### src/rtl/sti_tx_scheduler_if.sv
// sti_tx_scheduler_if: bundles the requester-side and STI-side signals of the
// scheduler.
//   req/req_data/req_msb/req_low : requester transfer requests and payloads
//   ack/grant_id                 : completion pulse and current owner index
//   sti_load/sti_data/sti_msb/sti_low : STI parallel-load inputs
//   sti_so_valid                 : STI serial-output valid, monitored in SHIFT
// Modports:
//   master : requesters plus the STI, i.e. everything around the scheduler
//   slave  : the scheduler itself
interface sti_tx_scheduler_if #(
  parameter int NREQ = 4,
  parameter int IDW  = 2
);
  logic [NREQ-1:0]    req;
  logic [NREQ*16-1:0] req_data;
  logic [NREQ-1:0]    req_msb;
  logic [NREQ-1:0]    req_low;
  logic [NREQ-1:0]    ack;
  logic [IDW-1:0]     grant_id;
  logic               sti_load;
  logic [15:0]        sti_data;
  logic               sti_msb;
  logic               sti_low;
  logic               sti_so_valid;

  modport master (
    output req, req_data, req_msb, req_low, sti_so_valid,
    input  ack, grant_id, sti_load, sti_data, sti_msb, sti_low
  );

  modport slave (
    input  req, req_data, req_msb, req_low, sti_so_valid,
    output ack, grant_id, sti_load, sti_data, sti_msb, sti_low
  );
endinterface

### src/rtl/sti_tx_scheduler.sv
// sti_tx_scheduler: round-robin scheduler sharing one STI parallel-to-serial
// transmitter between NREQ requesters. The winner's word and mode are latched,
// presented to the STI with a one-cycle load strobe, held for the 8/16-bit
// shift and an optional gap, and the owner is acknowledged on the last bit.
// Ports:
//   clk       : clock, rising edge
//   reset     : asynchronous, active-high reset
//   bus       : sti_tx_scheduler_if.slave (requests, ack, grant_id, STI side)
//   i_err_clr : clears o_err (a simultaneous new error wins)
//   o_busy    : high in any state other than IDLE
//   o_err     : sticky, set when so_valid is low during SHIFT
module sti_tx_scheduler #(
  parameter int NREQ    = 4,
  parameter int IDW     = 2,
  parameter int GAP_CYC = 1
) (
  input  logic               clk,
  input  logic               reset,
  sti_tx_scheduler_if.slave  bus,
  input  logic               i_err_clr,
  output logic               o_busy,
  output logic               o_err
);

  typedef enum logic [1:0] {
    S_IDLE,
    S_LOAD,
    S_SHIFT,
    S_GAP
  } state_t;

  localparam int unsigned NREQ_U   = NREQ;
  localparam logic [3:0]  GAP_LAST = (GAP_CYC == 0) ? 4'd0 : 4'(GAP_CYC - 1);

  state_t          r_state;
  state_t          w_state_nxt;
  logic [3:0]      r_bit_cnt;
  logic [3:0]      r_gap_cnt;
  logic [IDW-1:0]  r_rr_ptr;
  logic [IDW-1:0]  r_grant_id;
  logic [15:0]     r_sti_data;
  logic            r_sti_msb;
  logic            r_sti_low;
  logic            r_err;

  logic            w_found;
  logic [IDW-1:0]  w_winner;
  logic [15:0]     w_sel_data;
  logic            w_sel_msb;
  logic            w_sel_low;
  logic [3:0]      w_len_last;
  logic            w_shift_done;
  logic            w_gap_done;
  logic [NREQ-1:0] w_ack;

  // Round-robin search starting just after the last owner; the first set
  // request in rr_ptr+1 .. rr_ptr+NREQ (mod NREQ) wins.
  always_comb begin
    int unsigned idx;
    idx        = 0;
    w_found    = 1'b0;
    w_winner   = '0;
    w_sel_data = '0;
    w_sel_msb  = 1'b0;
    w_sel_low  = 1'b0;
    for (int unsigned k = 1; k <= NREQ_U; k++) begin
      idx = (32'(r_rr_ptr) + k) % NREQ_U;
      if (!w_found && bus.req[idx]) begin
        w_found    = 1'b1;
        w_winner   = idx[IDW-1:0];
        w_sel_data = bus.req_data[16*idx +: 16];
        w_sel_msb  = bus.req_msb[idx];
        w_sel_low  = bus.req_low[idx];
      end
    end
  end

  assign w_len_last   = r_sti_low ? 4'd15 : 4'd7;
  assign w_shift_done = (r_bit_cnt == w_len_last);
  assign w_gap_done   = (r_gap_cnt == GAP_LAST);

  always_ff @(posedge clk or posedge reset) begin
    if (reset) r_state <= S_IDLE;
    else       r_state <= w_state_nxt;
  end

  always_comb begin
    w_state_nxt = r_state;
    case (r_state)
      S_IDLE:  if (w_found) w_state_nxt = S_LOAD;
      S_LOAD:  w_state_nxt = S_SHIFT;
      S_SHIFT: if (w_shift_done) w_state_nxt = (GAP_CYC == 0) ? S_IDLE : S_GAP;
      S_GAP:   if (w_gap_done) w_state_nxt = S_IDLE;
      default: w_state_nxt = S_IDLE;
    endcase
  end

  always_ff @(posedge clk or posedge reset) begin
    if (reset) begin
      r_bit_cnt  <= '0;
      r_gap_cnt  <= '0;
      r_rr_ptr   <= IDW'(NREQ - 1);
      r_grant_id <= '0;
      r_sti_data <= '0;
      r_sti_msb  <= 1'b0;
      r_sti_low  <= 1'b0;
      r_err      <= 1'b0;
    end else begin
      case (r_state)
        S_IDLE: begin
          if (w_found) begin
            r_grant_id <= w_winner;
            r_sti_data <= w_sel_data;
            r_sti_msb  <= w_sel_msb;
            r_sti_low  <= w_sel_low;
          end
        end
        S_LOAD: r_bit_cnt <= '0;
        S_SHIFT: begin
          r_bit_cnt <= r_bit_cnt + 4'd1;
          if (w_shift_done) begin
            r_rr_ptr  <= r_grant_id;
            r_gap_cnt <= '0;
          end
        end
        S_GAP: r_gap_cnt <= r_gap_cnt + 4'd1;
        default: ;
      endcase
      // Set has priority over clear.
      if (r_state == S_SHIFT && !bus.sti_so_valid) r_err <= 1'b1;
      else if (i_err_clr)                           r_err <= 1'b0;
    end
  end

  // Moore decode of the completion pulse on the last shift cycle.
  always_comb begin
    w_ack = '0;
    if (r_state == S_SHIFT && w_shift_done) w_ack[r_grant_id] = 1'b1;
  end

  assign bus.ack      = w_ack;
  assign bus.grant_id = r_grant_id;
  assign bus.sti_load = (r_state == S_LOAD);
  assign bus.sti_data = r_sti_data;
  assign bus.sti_msb  = r_sti_msb;
  assign bus.sti_low  = r_sti_low;
  assign o_busy       = (r_state != S_IDLE);
  assign o_err        = r_err;

endmodule
### src/flat_wrapper.sv
// flat-port wrapper written by rule: the top's interface ports become plain ports
module sti_tx_scheduler_flat 
#(
  parameter int NREQ    = 4,
  parameter int IDW     = 2,
  parameter int GAP_CYC = 1
)
  (clk, reset, i_err_clr, o_busy, o_err, bus_req, bus_req_data, bus_req_msb, bus_req_low, bus_sti_so_valid, bus_ack, bus_grant_id, bus_sti_load, bus_sti_data, bus_sti_msb, bus_sti_low);
  sti_tx_scheduler_if #(.NREQ(NREQ), .IDW(IDW)) bus_i ();
  input  logic clk;
  input  logic reset;
  input  logic i_err_clr;
  output logic o_busy;
  output logic o_err;
  input wire logic [$bits(bus_i.req)-1:0] bus_req;
  input wire logic [$bits(bus_i.req_data)-1:0] bus_req_data;
  input wire logic [$bits(bus_i.req_msb)-1:0] bus_req_msb;
  input wire logic [$bits(bus_i.req_low)-1:0] bus_req_low;
  input wire logic [$bits(bus_i.sti_so_valid)-1:0] bus_sti_so_valid;
  output wire logic [$bits(bus_i.ack)-1:0] bus_ack;
  output wire logic [$bits(bus_i.grant_id)-1:0] bus_grant_id;
  output wire logic [$bits(bus_i.sti_load)-1:0] bus_sti_load;
  output wire logic [$bits(bus_i.sti_data)-1:0] bus_sti_data;
  output wire logic [$bits(bus_i.sti_msb)-1:0] bus_sti_msb;
  output wire logic [$bits(bus_i.sti_low)-1:0] bus_sti_low;
  assign bus_i.req = bus_req;
  assign bus_i.req_data = bus_req_data;
  assign bus_i.req_msb = bus_req_msb;
  assign bus_i.req_low = bus_req_low;
  assign bus_i.sti_so_valid = bus_sti_so_valid;
  assign bus_ack = bus_i.ack;
  assign bus_grant_id = bus_i.grant_id;
  assign bus_sti_load = bus_i.sti_load;
  assign bus_sti_data = bus_i.sti_data;
  assign bus_sti_msb = bus_i.sti_msb;
  assign bus_sti_low = bus_i.sti_low;
  sti_tx_scheduler #(.NREQ(NREQ), .IDW(IDW), .GAP_CYC(GAP_CYC)) u_core (.clk(clk), .reset(reset), .bus(bus_i), .i_err_clr(i_err_clr), .o_busy(o_busy), .o_err(o_err));
endmodule
### config.mk
export PLATFORM = sky130hd
export DESIGN_NAME = sti_tx_scheduler_flat
export DESIGN_NICKNAME = d
export VERILOG_FILES = /design/src/rtl/sti_tx_scheduler_if.sv /design/src/rtl/sti_tx_scheduler.sv /design/src/flat_wrapper.sv
export SDC_FILE = /design/constraint.sdc
export NUM_CORES = 1
export LEC_CHECK = 0
export CELL_PAD_IN_SITES_DETAIL_PLACEMENT = 0
export CELL_PAD_IN_SITES_GLOBAL_PLACEMENT = 2
export CORE_ASPECT_RATIO = 0.8
export CORE_MARGIN = 2
export CORE_UTILIZATION = 35
export DETAILED_ROUTE_END_ITERATION = 12
export DONT_BUFFER_PORTS = 1
export MAX_ROUTING_LAYER = met4
export PLACE_DENSITY = 0.75
export SYNTH_ARGS = -nofsm -noshare
export SYNTH_HDL_FRONTEND = slang
export SYNTH_SLANG_ARGS = --single-unit
export TNS_END_PERCENT = 50
### constraint.sdc
create_clock -name clk -period 2.61 [get_ports clk]
set_input_delay 0.3915 -clock clk [delete_from_list [all_inputs] [get_ports clk]]
set_output_delay 0.3915 -clock clk [all_outputs]
set_load 0.05 [all_outputs]
==> results by group, run 1 <==
Yosys
  – Post-synth EDFFs: 0
  – Simple logic cell fraction of the synthesized area: 15.5%
  – Synth Area in Adders: 2.43%
  – Synthesized area: 3600 um2
  – Mean post-synth cell area: 8.35 um2
  – Synth Net Count: 518
  – Synth top area share: 21.6%
  – Sequential area share after synthesis: 23.0%
  – Synth cell types: 48
  – Largest family of logic cells by synthesized area: compound AO/OA/AOI/OAI gates
  – Mux cell area share after synthesis: 22.4%
  – Cell taking the most area after synthesis: dfrtp_1
  – Main area contributors after synthesis: dfrtp_1 (22%), mux2i_1 (16%), mux2_2 (5.9%)
  – Cells after synthesis: 431
  – Synth Register Bits: 33
  – Synth Flop Type: dfrtp_1
  – Yosys warnings: 0
  – Async S/R FF share, synth: 100%
  – Post-synthesis xor/xnor area fraction: 0.243%
  – Compound-gate portion of the synthesized area: 28.9%

Floorplanning
  – Core area: 10100 um2
  – Initial Util: 35.6%
  – Site row count: 33
  – Num ports: 107
  – Die height: 94.7 um
  – Die outline width: 117 um
  – Die area: 11100 um2

Worst setup path
  – Crit path capture type: register
  – FF-to-FF Start: u_core.r_rr_ptr[0]
  – Critical Path, Cell by Cell: nor2b_1 > a22oi_1 > o31ai_4 > o211ai_1 > a31oi_1
  – Crit Path Class: reg2reg
  – Crit start category: register
  – Worst Setup SP: u_core.r_rr_ptr[0]
  – Max stage delay on crit path: 750 ps
  – CP max-delay cell: o31ai_4
  – CP max FO: 18
  – Critical path data arrival time: 2550 ps
  – Required time worst endpoint: 2810 ps

STA
  – Max frequency: 426 MHz
  – Sum Neg Setup Slack: 0 ps
  – Worst Hold Margin: 110 ps
  – Unrepaired setup endpoints after global routing: no
  – Hold Fails Final Rpt: 0
  – Worst Tran Pin Value: 907 ps
  – Period utilization: 90.0%
  – Worst Skew: 5.56 ps
  – Slew margin rel.: 39.5%
  – Slew Limit Fails: 0
  – # setup viols final: 0
  – Minimum period implied by the final worst setup slack: 2350 ps

Clock network
  – Worst-Skew Late Latency: 280 ps
  – CTS tree: yes
  – CTS Root Cell: clkbuf_16
  – H-tree depth: 2
  – Clock Pin Slew Worst Setup and Hold Paths: 60 ps
  – Clock Sinks: 33
  – Post_cts resized: 0
  – # hold bufs at CTS: 0
  – Setup Buffers After CTS: 0
  – Inserted Clock Buffers: 5
  – Maximum clock insertion buffer count: 2

Global route
  – Antenna violations before repair: 0
  – First-pass GRT wire length: 16900 um
  – Congestion Overflow GR: 0
  – Largest net degree at the start of global routing: 57
  – Vias in the first global route: 3103
  – Overall routing resource usage: 19.8%

Route
  – Iteration-0 DRC Markers: 152
  – Met2 wire len: 4830 um
  – Vias per Instance: 5.84
  – WL per Instance: 19.4 um
  – Routed met1 length: 4990 um
  – Vias: 3267
  – Top sig layer: met4
  – DRC violations left: 0
  – Final WL: 10800 um
  – DRT Pass-1 Iters: 4
  – Post-route ant nets: 0
  – WL met3: 887 um

Power
  – Final Power: 3.48 mW
  – PwrDens: 891 nW/um2
  – P_leak: 1.43 nW
  – Max IR drop VDD: 0.264 mV

Finish
  – Fin nets: 505
  – # fillers: 1067
  – Synthesis-to-layout area growth: 8.59%
  – Share of cells above drive strength 1: 13.4%
  – Ant. Diodes: 0

Outcome
  – Status: finished clean

Place
  – Buffers on Ports: 0
  – Routability cong.: 0.789
  – DP HPWL: 7610 um

Min path
  – Hold Path Class: in2async

Flow run
  – Maxcap violations: 0
## cells in the final DEF, fill, tap and decap left out, types with 5 or more instances in the layout
cell type,count
o211ai_1,18
nand3_1,7
mux2_2,19
a31oi_1,18
and2_1,18
ha_1,7
nor2_1,43
o21ai_0,9
a2111oi_0,18
nand2_1,33
inv_1,17
a22oi_1,20
clkbuf_16,5
dfrtp_1,31
mux2i_1,57
buf_4,17
o31ai_1,18
a211oi_1,18
## synthesized netlist by cell type (2+ instances only)
library cell and n:
buf_2 9, o21ai_0 9, nor2_1 44, buf_6 2
nor3_1 4, inv_1 17, nand3_1 7, or3b_1 3
nand2_1 33, dfrtp_1 31, o22ai_1 2, nand2b_1 2
clkbuf_1 22, mux2_2 19, a211oi_1 18, a22oi_1 20
o211ai_1 18, a2111oi_0 18, buf_4 5, o31ai_1 18
nor2b_1 2, and2_1 18, dfstp_2 2, a31oi_1 18
nand3b_1 3, a21oi_1 3, ha_1 7, mux2i_1 57
## sequential cells by signal, indices dropped and copies added, names as in the netlist
| name | flops |
|---|---|
| u_core.bus.sti_data | 16 |
| u_core.bus.grant_id | 2 |
| u_core.r_bit_cnt | 4 |
| u_core.r_rr_ptr | 2 |
| u_core.bus.sti_msb | 1 |
| u_core.r_gap_cnt | 4 |
| u_core.bus.sti_low | 1 |
| u_core.o_err | 1 |
| u_core.r_state | 2 |
## metrics by stage
stage	std cells	instance area [um2]	worst slack, ps	utilization (%)
5_1_grt	559	3910	45.4	38.6
4_1_cts	559	3910	251	38.6
2_1_floorplan	431	3600	5.97	-
3_5_place_dp	551	3750	281	37.1
3_3_place_gp	551	3750	342	37.1
6_report	559	3910	260	38.6
## routing by layer
layer / vias up / global-route usage, %
met5: - / -
met4: 0 / 3.11
met3: 12 / 5.86
met2: 106 / 31.1
met1: 1530 / 25.8
li1: 1619 / -
## critical path: cells and delay by family, from the launching register on
family / cells / cell delay [ps]
flip-flops: 1 / 650
AO/OA/AOI/OAI: 4 / 1340
AND/OR/NAND/NOR: 1 / 270
## worst paths after layout
| path | endpoint | slack, ps | cells past startpoint |
|---|---|---|---|
| min | u_core.bus.sti_data[15] | 110 | 2 |
| max in group asynchronous | u_core.r_rr_ptr[1] | 2150 | 2 |
| min reg2reg | u_core.r_bit_cnt[0] | 520 | 1 |
| max | u_core.bus.sti_data[7] | 260 | 5 |
| max reg2reg | u_core.bus.sti_data[7] | 260 | 5 |
| min in group clk | u_core.o_err | 210 | 1 |
## area by class of cell
cell class              instances  area, um2  share of cell area, %
flip-flops and latches         33        832                   21.3
repair buffers                 19        168                   4.29
clock inverters                 1       5.00                  0.128
inverters                      18       67.6                   1.73
well taps                     140        175                   4.48
multi-input cells             341       2510                   64.2
clock buffers                   7        153                   3.91
## power by group
group	internal, mW	leakage [nW]	switching (mW)	total (mW)
clock network	0.405	0.0799	0.243	0.647
logic	0.535	0.961	0.833	1.37
registers	0.721	0.389	0.747	1.47
## cell families (layout without fill, tap and decap cells)
logic type	after synthesis	count (layout)
buffers and inverters	57	45
DFF	33	33
and+or+nand+nor	120	120
xor gates and xnor gates	1	1
AOI/OAI and AO/OA	136	136
muxes	77	77
adders and majority gates	7	7
Note: power is estimated with default switching activity, not from simulation.
==> inputs of run 2 (changes only) <==
Settings changed: CORE_UTILIZATION 35 to 40, PLACE_DENSITY 0.75 to 0.84, TNS_END_PERCENT 50 to 10.
Clock period 2.61 ns to 2.9 ns, I/O delays scaled along.
==> run 2 against run 1 <==
  * Cell count decreased by 5.7%
  * First-iteration DRC count grew 44%
  * Fmax shrank 11%
  * Setup slack gained 8.0 ps
  * Critical endpoint is now u_core.bus.sti_data[6]
==> results by group, run 2 (synthesis gave the netlist of run 1 again) <==
Floorplanning
  – Core area: 8600 um2
  – Site row count: 30
  – Die area: 9780 um2
  – Die outline width: 110 um
  – Initial Util: 41.9%
  – Num ports: 107
  – Die height: 88.8 um

Clock network
  – CTS Root Cell: clkbuf_8
  – Clock Sinks: 33
  – H-tree depth: 2
  – Worst-Skew Late Latency: 300 ps
  – Inserted Clock Buffers: 5
  – CTS tree: yes
  – Setup Buffers After CTS: 0
  – Maximum clock insertion buffer count: 2
  – Clock Pin Slew Worst Setup and Hold Paths: 80 ps

Worst setup path
  – Max stage delay on crit path: 830 ps
  – Critical Path, Cell by Cell: nor2_1 > a221oi_2 > buf_4 > a2111oi_0 > o31ai_1 > a31oi_1
  – Reg2reg end: u_core.bus.sti_data[6]
  – Worst Path Buf+Inv: 1
  – Flop2flop setup slack: 270 ps
  – CP max-delay cell: dfstp_4
  – Top delay family on crit path: compound AO/OA/AOI/OAI gates
  – Crit Path Class: reg2reg
  – Crit path capture type: register
  – Required time worst endpoint: 3080 ps
  – CP max FO: 29
  – Crit start category: register
  – FF-to-FF Start: u_core.r_rr_ptr[0]
  – Critical path data arrival time: 2810 ps
  – R2r worst-path depth: 6

Power
  – Int Power: 1.45 mW
  – Sequential share of power: 44.1%
  – Gate power share: 38.3%
  – P_leak: 1.40 nW
  – Sw Share: 52.4%
  – Max IR drop VDD: 0.471 mV
  – PwrDens: 803 nW/um2
  – Sw Pwr: 1.60 mW
  – Clock Power Share: 17.6%

STA
  – # setup viols final: 0
  – Period utilization: 90.8%
  – Worst Skew: 6.09 ps
  – Final WS setup: 268 ps
  – Unrepaired setup endpoints after global routing: no
  – Hold Fails Final Rpt: 0
  – Slew margin rel.: 39.7%
  – Worst Tran Pin Value: 903 ps
  – Sum Neg Setup Slack: 0 ps
  – Slew Limit Fails: 0
  – Max frequency: 380 MHz
  – Minimum period implied by the final worst setup slack: 2630 ps

Route
  – Vias per Instance: 6.29
  – WL per Instance: 19.5 um
  – Final WL: 10300 um
  – Vias: 3314
  – DRC violations left: 0
  – DRT Pass-1 Iters: 5
  – Post-route ant nets: 0
  – Iteration-0 DRC Markers: 219

Finish
  – Synthesis-to-layout area growth: 5.77%
  – Ant. Diodes: 0
  – Max reg flops: 16
  – Fin nets: 501
  – Commonest cells after routing, fill and taps aside: mux2i_1 (57), nor2_1 (43), nand2_1 (33), dfrtp_1 (31), a22oi_1 (20)
  – Most common cell after layout, fill and taps aside: mux2i_1
  – Share of cells above drive strength 1: 12.8%
  – Final core occ: 44.3%

Global route
  – Antenna violations before repair: 0
  – Congestion Overflow GR: 0
  – Vias in the first global route: 3152
  – First-pass GRT wire length: 16600 um
  – Largest net degree at the start of global routing: 61
  – Overall routing resource usage: 22.7%

Place
  – DP HPWL: 7150 um
  – Buffers on Ports: 0
  – Routability cong.: 0.760
  – Post-Place Worst Slack: 163 ps

Min path
  – Hold Path Class: in2async

Flow run
  – Maxcap violations: 0

Outcome
  – Status: finished clean
==> run 2: changes by cell type in the layout (fill, tap and decap cells not counted), sizes merged <==
cell,before,now
buf,19,15
bufinv,0,2
clkbuf,7,5
==> run 2: area by class of cell <==
| cell class | instances | area, um2 |
|---|---|---|
| flip-flops and latches | 33 | 832 |
| inverters | 18 | 67.6 |
| multi-input cells | 341 | 2510 |
| clock buffers | 5 | 68.8 |
| well taps | 112 | 140 |
| repair buffers | 15 | 125 |
| clock inverters | 3 | 65.1 |
| fillers | 846 | 4790 |
==> run 2: timing repair <==
action / in CTS / in global routing
endpoints found under the setup margin: 0 / 3
hold buffers: 0 / 0
gates resized for setup: 0 / 1
==> run 2: power by group through the flow <==
stage                     clock (mW)  combinational [mW]  sequential (mW)
after floorplan                    0               0.965             1.28
after global placement             0                1.15             1.36
after detailed placement           0                1.17             1.37
after CTS                      0.552                1.17             1.36
after global routing           0.572                1.31             1.38
final                          0.538                1.17             1.35
==> run 2: layer usage <==
layer  vias to the layer above  wire (um)  global-route usage [%]
met3                        12        925                    5.45
met1                      1571       4650                    31.6
met2                       130       4590                    33.4
met4                         0        109                    4.72
li1                       1601          -                       -
met5                         -          0                       -
==> run 2: worst max path at each step <==
stage / start / to / slack [ps] / depth (start not counted)
finish: u_core.r_rr_ptr[0] / u_core.bus.sti_data[6] / 270 / 6
floorplan: u_core.bus.sti_low / bus_ack[0] / 250 / 4
global route: u_core.r_rr_ptr[0] / u_core.bus.sti_low / 20 / 6
detailed placement: u_core.r_rr_ptr[0] / u_core.bus.sti_data[6] / 160 / 6
global placement: u_core.r_rr_ptr[0] / u_core.bus.sti_data[11] / 260 / 6
CTS: u_core.r_rr_ptr[0] / u_core.bus.sti_data[1] / 180 / 6
==> run 2: stage by stage <==
stage | power (mW) | area, um2 | hold WS (ps) | std cells
2_1_floorplan | 2.25 | 3600 | 477 | 431
3_3_place_gp | 2.51 | 3670 | 473 | 519
3_5_place_dp | 2.54 | 3670 | 468 | 519
4_1_cts | 3.08 | 3810 | 146 | 527
5_1_grt | 3.26 | 3810 | 159 | 527
6_report | 3.06 | 3810 | 120 | 527
==> inputs of run 3 (changes only) <==
Settings changed: CELL_PAD_IN_SITES_DETAIL_PLACEMENT 0 to 1, CELL_PAD_IN_SITES_GLOBAL_PLACEMENT 2 to 1, CORE_UTILIZATION 40 to 51.
==> run 3 against run 2 <==
  * Clock-buffer cell count up 1
  * Register-to-register slack improved by 160 ps
  * Setup slack better by 130 ps
  * Critical path type is now reg2out
  * Sequential power is essentially flat
  * Critical path depth shrank 1
  * Via count up 3.6%
  * Non-clock buffer count down 1
  * Total power decreased by 5.3%
  * Critical endpoint is now bus_ack[3]
  * Global-route usage increased by 5.9 points
==> results by group, run 3 (synthesis gave the netlist of run 1 again) <==
STA
  – Worst Tran Pin Value: 912 ps
  – # setup viols final: 0
  – Slew Limit Fails: 0
  – Period utilization: 86.2%
  – Worst Hold Margin: 143 ps
  – Hold Fails Final Rpt: 0
  – Sum Neg Setup Slack: 0 ps
  – Slew margin rel.: 39.1%
  – Worst Skew: 8.05 ps
  – Minimum period implied by the final worst setup slack: 2500 ps
  – Unrepaired setup endpoints after global routing: no
  – Final WS setup: 399 ps
  – Max frequency: 400 MHz

Power
  – Max IR drop VDD: 0.272 mV
  – P_leak: 1.36 nW
  – PwrDens: 782 nW/um2

Finish
  – Most common cell after layout, fill and taps aside: mux2i_1
  – # fillers: 838
  – Fin nets: 500
  – Final core occ: 54.0%
  – Commonest cells after routing, fill and taps aside: mux2i_1 (57), nor2_1 (43), nand2_1 (33), dfrtp_1 (31), a22oi_1 (20)
  – Cell Count, Final, Fillers Out: 501
  – Ant. Diodes: 0
  – Max reg flops: 16
  – Share of cells above drive strength 1: 12.1%
  – Synthesis-to-layout area growth: 2.92%

Worst setup path
  – FF-to-FF Start: u_core.r_rr_ptr[0]
  – Flop2flop setup slack: 430 ps
  – Critical path data arrival time: 2070 ps
  – Crit start category: register
  – CP max FO: 8
  – Required time worst endpoint: 2470 ps
  – R2r worst-path depth: 6
  – Crit Path Class: reg2out
  – Crit path capture type: primary output
  – Reg2reg end: u_core.bus.sti_data[14]

Clock network
  – CTS tree: yes
  – Clock Sinks: 33
  – Inserted Clock Buffers: 5
  – Clock Pin Slew Worst Setup and Hold Paths: 80 ps
  – Worst-Skew Late Latency: 290 ps
  – H-tree depth: 2
  – Post_cts resized: 0
  – Setup Buffers After CTS: 0
  – CTS Root Cell: clkbuf_8
  – Maximum clock insertion buffer count: 2
  – # hold bufs at CTS: 0

Floorplanning
  – Core area: 6860 um2
  – Num ports: 107
  – Die area: 7750 um2
  – Initial Util: 52.5%
  – Die height: 79.1 um
  – Site row count: 27
  – Die outline width: 97.9 um

Flow run
  – Maxcap violations: 0

Global route
  – Largest net degree at the start of global routing: 54
  – Antenna violations before repair: 0
  – Overall routing resource usage: 28.6%
  – Vias in the first global route: 3495
  – First-pass GRT wire length: 17700 um
  – Congestion Overflow GR: 0

Place
  – Placed instance count: 493
  – Buffers on Ports: 0
  – DP HPWL: 7970 um
  – Routability cong.: 0.857
  – Post-Place Worst Slack: 434 ps

Route
  – Met2 wire len: 5320 um
  – Vias per Instance: 6.85
  – WL met3: 844 um
  – Routed met1 length: 4910 um
  – WL per Instance: 22.2 um
  – Final WL: 11100 um
  – Iteration-0 DRC Markers: 210
  – Vias: 3434
  – Top sig layer: met4
  – Post-route ant nets: 0
  – DRT Pass-1 Iters: 5
  – DRC violations left: 0

Min path
  – Hold Path Class: in2async

Outcome
  – Status: finished clean
run 3: worst max path at each step:
| stage | cells after the start | from | to | slack, ps |
|---|---|---|---|---|
| final | 5 | u_core.bus.sti_low | bus_ack[3] | 400 |
| after CTS | 5 | u_core.bus.sti_low | bus_ack[3] | 400 |
| after detailed placement | 5 | u_core.r_rr_ptr[0] | u_core.bus.sti_data[13] | 430 |
| after global placement | 5 | u_core.r_rr_ptr[0] | u_core.bus.sti_data[1] | 550 |
| after global routing | 5 | u_core.r_rr_ptr[0] | u_core.bus.sti_data[0] | 190 |
| after floorplan | 4 | u_core.bus.sti_low | bus_ack[0] | 250 |
run 3: per-stage QoR:
step                      total power, mW  cell area (um2)
after floorplan                      2.25             3600
after global placement               2.46             3620
after detailed placement             2.55             3620
after CTS                            2.90             3700
after global routing                 3.07             3700
final                                2.90             3700
run 3: layer usage:
metal,track usage (%),up-vias
met2,46.7,125
met4,4.86,0
met3,6.34,8
li1,-,1596
met1,37.3,1705
met5,-,-
run 3: power by group:
| part | switching, mW | internal, mW |
|---|---|---|
| registers | 0.708 | 0.648 |
| logic | 0.744 | 0.447 |
| clock network | 0.182 | 0.167 |
| total | 1.63 | 1.26 |
run 3: critical path, cell delays in order (launching register included):
cell     delay, ps
dfrtp_1        690
xnor2_1        210
and3_1         240
nand2_1        190
nor3_1         210
buf_4          230
run 3: layout make-up:
type	instances	area (um2)	share of cell area, %
clock buffers	6	72.6	1.96
flip-flops and latches	33	832	22.5
inverters	18	67.6	1.82
repair buffers	14	105	2.84
well taps	87	109	2.94
clock inverters	2	10.0	0.270
multi-input cells	341	2510	67.7
